`src/rtl/cmul_poly_sched.sv`:
```
// Product of two first-order complex polynomials.
// One complex multiplier is time-shared across the four partial products.
module cmul_poly_sched (
    input  logic        clk,
    input  logic        rst_n,
    input  logic        in_valid,
    input  logic [15:0] in,
    output logic        in_ready,
    output logic        busy,
    output logic        out_valid,
    output logic [35:0] out
);
    localparam int unsigned DW = 8;
    localparam int unsigned WW = 2 * DW;
    localparam int unsigned PW = 18;
    localparam int unsigned OW = 2 * PW;

    typedef enum logic [1:0] {
        S_IDLE = 2'd0,
        S_MUL  = 2'd1,
        S_OUT  = 2'd2
    } state_t;

    state_t               r_state;
    state_t               w_state_nxt;
    logic [1:0]           r_ld_cnt;
    logic [1:0]           r_k;
    logic [WW-1:0]        r_a0, r_a1, r_b0, r_b1;
    logic [OW-1:0]        r_c0, r_c1, r_c2;
    logic [OW-1:0]        r_out, w_out_nxt;
    logic                 r_out_valid, w_out_valid_nxt;
    logic                 r_busy, r_in_ready;
    logic                 w_accept;
    logic [WW-1:0]        w_x, w_y;
    logic signed [DW-1:0] w_xr, w_xi, w_yr, w_yi;
    logic signed [WW-1:0] w_p_rr, w_p_ii, w_p_ri, w_p_ir;
    logic signed [PW-1:0] w_re, w_im;
    logic [OW-1:0]        w_prod;

    assign w_accept = in_valid && r_in_ready;

    // State register
    always_ff @(posedge clk) begin
        if (!rst_n) r_state <= S_IDLE;
        else        r_state <= w_state_nxt;
    end

    // Next-state logic; r_k runs 0..3 in both MUL and OUT
    always_comb begin
        w_state_nxt = r_state;
        case (r_state)
            S_IDLE:  if (w_accept && (r_ld_cnt == 2'd3)) w_state_nxt = S_MUL;
            S_MUL:   if (r_k == 2'd3) w_state_nxt = S_OUT;
            S_OUT:   if (r_k == 2'd3) w_state_nxt = S_IDLE;
            default: w_state_nxt = S_IDLE;
        endcase
    end

    // Output logic: next value of the registered result port
    always_comb begin
        w_out_nxt       = '0;
        w_out_valid_nxt = 1'b0;
        if (r_state == S_OUT) begin
            case (r_k)
                2'd0: begin w_out_nxt = r_c0; w_out_valid_nxt = 1'b1; end
                2'd1: begin w_out_nxt = r_c1; w_out_valid_nxt = 1'b1; end
                2'd2: begin w_out_nxt = r_c2; w_out_valid_nxt = 1'b1; end
                default: ;
            endcase
        end
    end

    always_ff @(posedge clk) begin
        if (!rst_n) begin
            r_ld_cnt    <= 2'd0;
            r_k         <= 2'd0;
            r_out       <= '0;
            r_out_valid <= 1'b0;
            r_busy      <= 1'b0;
            r_in_ready  <= 1'b1;
        end else begin
            r_out       <= w_out_nxt;
            r_out_valid <= w_out_valid_nxt;
            r_busy      <= (w_state_nxt != S_IDLE);
            r_in_ready  <= (w_state_nxt == S_IDLE);
            r_k         <= (r_state == S_IDLE) ? 2'd0 : r_k + 2'd1;
            if (w_accept) r_ld_cnt <= r_ld_cnt + 2'd1;
        end
    end

    // Operand capture in arrival order; no reset since every slot is rewritten before use
    always_ff @(posedge clk) begin
        if (w_accept) begin
            case (r_ld_cnt)
                2'd0:    r_a0 <= in;
                2'd1:    r_a1 <= in;
                2'd2:    r_b0 <= in;
                default: r_b1 <= in;
            endcase
        end
    end

    // Shared multiplier: k = 0..3 selects (a0,b0) (a0,b1) (a1,b0) (a1,b1)
    assign w_x    = r_k[1] ? r_a1 : r_a0;
    assign w_y    = r_k[0] ? r_b1 : r_b0;
    assign w_xr   = w_x[WW-1:DW];
    assign w_xi   = w_x[DW-1:0];
    assign w_yr   = w_y[WW-1:DW];
    assign w_yi   = w_y[DW-1:0];
    assign w_p_rr = WW'(w_xr) * WW'(w_yr);
    assign w_p_ii = WW'(w_xi) * WW'(w_yi);
    assign w_p_ri = WW'(w_xr) * WW'(w_yi);
    assign w_p_ir = WW'(w_xi) * WW'(w_yr);
    assign w_re   = PW'(w_p_rr) - PW'(w_p_ii);
    assign w_im   = PW'(w_p_ri) + PW'(w_p_ir);
    assign w_prod = {w_re, w_im};

    // Coefficient registers; c1 accumulates the two cross terms
    always_ff @(posedge clk) begin
        if (!rst_n) begin
            r_c0 <= '0;
            r_c1 <= '0;
            r_c2 <= '0;
        end else if (r_state == S_MUL) begin
            case (r_k)
                2'd0:    r_c0 <= w_prod;
                2'd1:    r_c1 <= w_prod;
                2'd2:    r_c1 <= {r_c1[OW-1:PW] + w_re, r_c1[PW-1:0] + w_im};
                default: r_c2 <= w_prod;
            endcase
        end
    end

    assign in_ready  = r_in_ready;
    assign busy      = r_busy;
    assign out_valid = r_out_valid;
    assign out       = r_out;

endmodule

```
`config.mk`:
```
export PLATFORM = sky130hd
export DESIGN_NAME = cmul_poly_sched
export DESIGN_NICKNAME = d
export VERILOG_FILES = /design/src/rtl/cmul_poly_sched.sv
export SDC_FILE = /design/constraint.sdc
export NUM_CORES = 1
export LEC_CHECK = 0
export ABC_AREA = 1
export BUFFER_PORTS_ARGS = -buffer_cell sky130_fd_sc_hd__buf_2
export CELL_PAD_IN_SITES_DETAIL_PLACEMENT = 1
export CELL_PAD_IN_SITES_GLOBAL_PLACEMENT = 2
export CORE_UTILIZATION = 40
export DETAILED_ROUTE_END_ITERATION = 8
export PLACE_DENSITY_LB_ADDON = 0.1
export SKIP_LAST_GASP = 1
export SLEW_MARGIN = 20
export SYNTH_ARGS = -nofsm -noshare
export SYNTH_HDL_FRONTEND = slang
export SYNTH_SLANG_ARGS = --single-unit
```
`constraint.sdc`:
```
create_clock -name clk -period 9.1 [get_ports clk]
set_clock_uncertainty 0.05 [all_clocks]
set_input_delay 1.365 -clock clk [delete_from_list [all_inputs] [get_ports clk]]
set_output_delay 1.365 -clock clk [all_outputs]
set_load 0.02 [all_outputs]
```
Yosys cells after proc, flatten, opt, wreduce, memory -nomap -nowiden
Cells that the tools add are included.
- register bits after elaboration: 217
- input port bits: 19
- output and inout bits: 39
- word-level logic and storage cells: 63
- $add $sub $neg: 6
- multipliers: 4
- equality and inequality tests: 8
- muxes and demuxes: 9
- bitwise operators: 3
- reductions and logical operators: 19
- operators with widths (operator ; count):
    36-bit case mux with 3 select lines ; 1
    36-bit case mux with 2 select lines ; 1
    8-bit by 8-bit multiplier with 16-bit output ; 4
    18-bit adder ; 2
    16-bit 2-to-1 mux ; 2
    16-bit by 16-bit adder with 17-bit output ; 1
    16-bit by 16-bit subtractor with 17-bit output ; 1
    2-bit AND reduction ; 8
    2-bit == test (second input constant) ; 5
    2-bit logical NOT ; 4
    2-bit by 1-bit == test with 1-bit output (second input constant) ; 3
    2-bit 2-to-1 mux ; 3
    2-bit case mux with 3 select lines ; 1
    3-bit OR reduction ; 2
    2-bit by 1-bit adder with 2-bit output (second input constant) ; 2
    2-bit nonzero test ; 2
    1-bit inverter ; 3
    1-bit logical AND ; 2
    2-bit OR reduction ; 1
    1-bit 2-to-1 mux ; 1

Longest topological paths before layout
- depth after elaboration: 5
- depth in mapped cells: 43

Worst setup path before layout
No wires, ideal clock.
- kind: reg2reg
- from: register r_k[0]
- to: register r_c1[17]
- data arrival time: 6900 ps
- data required time: 8941 ps
- slack: 2041 ps
- stages on the path, launching flop included: 39
- buffers on the path: 2
- cell sequence: dfxtp_1 > buf_6 > buf_2 > o21ai_1 > nor2_1 > inv_1 > fa_1 > fa_1 > inv_1 > fa_1 > fa_1 > fa_1 > inv_1 > fa_1 > inv_1 > ha_1 > nand2_1 > nor2_1 > (+3 left out) > nand2_1 > inv_1 > nand2_1 > nand2_1 > ha_1 > nand2_1 > nor2_1 > inv_1 > nor2_1 > nand4_1 > nand3_1 > nand2_1 > nand3_1 > inv_1 > nand2_1 > nand3_1 > nand2_1 > inv_1
- cells in the longest elaborated chain, start to end: 5
- elaborated cells on any way between the ends: 10
- classes of those cells: 2 x add/sub; 2 x mul; 2 x eq/ne; 2 x mux; 2 x reduce/logical
- RTL lines (item ; RTL line ; RTL):
    start: declaration ; 27 ; logic [1:0] r_k;
    start signal: assignment ; 86 ; r_k <= (r_state == S_IDLE) ? 2'd0 : r_k + 2'd1;
    16-bit 2-to-1 mux * ; 105 ; assign w_y = r_k[0] ? r_b1 : r_b0;
    8-bit by 8-bit multiplier with 16-bit output (on tied branches) ; 112, 113 ;
    16-bit by 16-bit adder with 17-bit output * ; 115 ; assign w_im = PW'(w_p_ri) + PW'(w_p_ir);
    net w_im[16] ; 37 ; logic signed [PW-1:0] w_re, w_im;
    18-bit adder ; 128 ; 2'd2: r_c1 <= {r_c1[OW-1:PW] + w_re, r_c1[PW-1:0] + w_im};
    36-bit case mux with 2 select lines * ; 125 ; case (r_k)
    end signal: assignment ; 127 ; 2'd1: r_c1 <= w_prod;
    end signal: assignment ; 128 ;
    end: declaration ; 29 ; logic [OW-1:0] r_c0, r_c1, r_c2;
Mark *: on every way through the listed nets, which the timed path passes. The rest lies on a longest branch.
A chain may end at the register's enable or synchronous reset.

Final worst setup path
Same ends and word-level chain as after synthesis.

==> impl_metrics.tcl <==
set metrics [dict create \
    clock_path_buffers 3 \
    ff_latch_area_um2 4900 \
    critical_path_arrival_ns 8.56 \
    drv_slew 0 \
    root_buffer "clkbuf_16" \
    ys_seq_area_share_pct 23.3 \
    synth_largest_area_cell "fa_1" \
    synth_top_area_share_pct 26.7 \
    slowest_stage "nor2_1" \
    cts_hold_buf 0 \
    synthFlopType "dfxtp_1" \
    relSlewSlack_pct 34.3 \
    drtAntennaViolNets 0 \
    synth_cells 2581 \
    criticalPathCategory "reg -> reg" \
    synth_area_um2 21100 \
    initial_utilization_pct 40.8 \
    rows 83 \
    grt_antenna_before_repair 0 \
    synth_most_common_cell "inv_1" \
    synthArstFlopShare_pct 0 \
    via_per_inst 5.09 \
    finalCriticalPeriod_ns 8.18 \
    ys_top_cells_by_count "inv_1 (551), nand2_1 (370), nor2_1 (284)" \
    core_um2 51700 \
    syn_avg_cell_area_um2 8.17 \
    dp_hpwl_um 50400 \
    cts_inserted_buffers 25 \
    synth_area_leaders "fa_1 (27%), dfxtp_1 (14%), inv_1 (9.8%)" \
    htreeDepth 1 \
    portBuffers 57 \
    fillers 6289 \
    overflow 0 \
    ys_types 44 \
    clk_pin_slew_ns 0.06 \
    drt-initial-drc-count 663 \
    clock_sinks 213 \
    finalSetupViolCount 0 \
    cp_max_fo 15 \
    drtPass1Iterations 5 \
    slowest_delay_ns 0.80 \
    gp_congestion 0.911 \
    multi_input_area_um2 13800 \
    maxCapViolations 0 \
    hp-class "reg -> reg" \
    fin_setup_tns_ns 0 \
    worst_setup_path_end_kind "flip-flop" \
    outcome "finished, final reports clean" \
    critPathBufInv 7 \
    track_usage_pct 24.9 \
    hold_viol 0 \
    crit_path_start_kind "flip-flop" \
    dieArea_um2 53700 \
    drc 0 \
    post_cts_buffers 0 \
    antenna_cells 0 \
    drt-wirelength-per-cell_um 19.3 \
    grt_first_pass_wirelength_um 103000 \
    vias 16900 \
    wirelength_um 64400 \
    path_delay_family "adder cells" \
    rsz0062_at_grt "false" \
    cts_tree "yes" \
    grt_max_degree 70 \
    synth_edf_count 64 \
    die_h_um 232 \
    syn2layout_area_growth_pct 9.36 \
    synth_fp_nets 3035 \
    boundaryPins 58 \
    nNetsFinal 3086 \
    drive_above_1_share_pct 8.42 \
    tightest_slew_ns 0.981 \
    ys_seq_elements 213 \
    fmax_mhz 122 \
    required_ns 9.48 \
    clkLatencyLatePin_ns 0.53 \
    post_cts_resized 0 \
    period_share_pct 89.8 \
    yosys_warnings 0 \
    grt_pass1_vias 18600 \
    die_w_um 232 \
]
worst register-to-register path: cells and delay by family (launching register included):
family / cells / cell delay [ns]
AO/OA/AOI/OAI: 3 / 0.57
adder cells (fa/ha/maj): 8 / 3.88
buffers and inverters: 7 / 0.64
flip-flops: 1 / 0.52
AND/OR/NAND/NOR: 16 / 2.43
stage by stage:
stage	setup WS, ns	area (µm²)	instances	hold slack [ns]	utilization, %
after global routing	0.383	23100	3329	0.429	44.6
final	0.924	23100	3329	0.397	44.6
after global placement	1.06	22200	3285	0.384	43.0
after detailed placement	0.895	22200	3285	0.393	43.0
after CTS	0.922	23100	3329	0.402	44.6
after floorplan	2.04	21100	2581	0.375	-
flip-flops by register name (all words and copies together), names as in the netlist, 16 cells and up:
register / cells
out: 36
r_c0: 34
r_c2: 34
r_c1: 36
r_b0: 16
r_a0: 16
r_a1: 16
r_b1: 16
layout by cell type, fill, tap and decap left out, drive strengths merged, types with 28 or more instances in the layout:
| cell | instances |
|---|---|
| inv | 561 |
| nand2 | 386 |
| nor2 | 287 |
| fa | 281 |
| o21ai | 187 |
| a21oi | 169 |
| ha | 154 |
| dfxtp | 149 |
| buf | 99 |
| nand3 | 94 |
| edfxtp | 64 |
| or2 | 39 |
| clkbuf | 30 |
| o21bai | 28 |
metal layers:
metal,part of all wire [%],track usage (%),up-vias
met1,48,34.4,8560
met2,47,41.8,238
met5,0,0,-
li1,-,-,8070
met4,2.2,5.45,0
met3,3.1,2.78,76
logic make-up (layout without fill, tap and decap cells):
| kind of cell | after synthesis | after routing | synth area share [%] |
|---|---|---|---|
| simple gates | 831 | 831 | 16.6 |
| xor+xnor | 40 | 40 | 1.70 |
| flops | 213 | 213 | 23.3 |
| compound gates | 424 | 424 | 11.0 |
| fa+ha+maj | 435 | 435 | 35.8 |
| mux | 1 | 1 | 0.0475 |
| buf+inv | 637 | 705 | 11.5 |
area by class of cell:
type | instances | share of cell area [%]
clock buffers | 30 | 2.92
clock inverters | 14 | 0.667
inverters | 562 | 9.18
multi-input cells | 1731 | 59.7
flip-flops and latches | 213 | 21.3
well taps | 680 | 3.69
repair buffers | 99 | 2.60
worst paths after layout:
check	start	endpoint	slack [ns]	cells after the start
setup reg to reg	r_k[0]	r_c1[17]	0.92	34
hold reg to reg	r_c0[2]	r_c0[2]	0.40	2
setup / recovery	r_k[0]	r_c1[17]	0.92	34
hold / removal	r_c0[2]	r_c0[2]	0.40	2
Power is left out: the tool's default activity adds up to more than one toggle a clock period on the data nets, which glitch-free logic cannot reach.
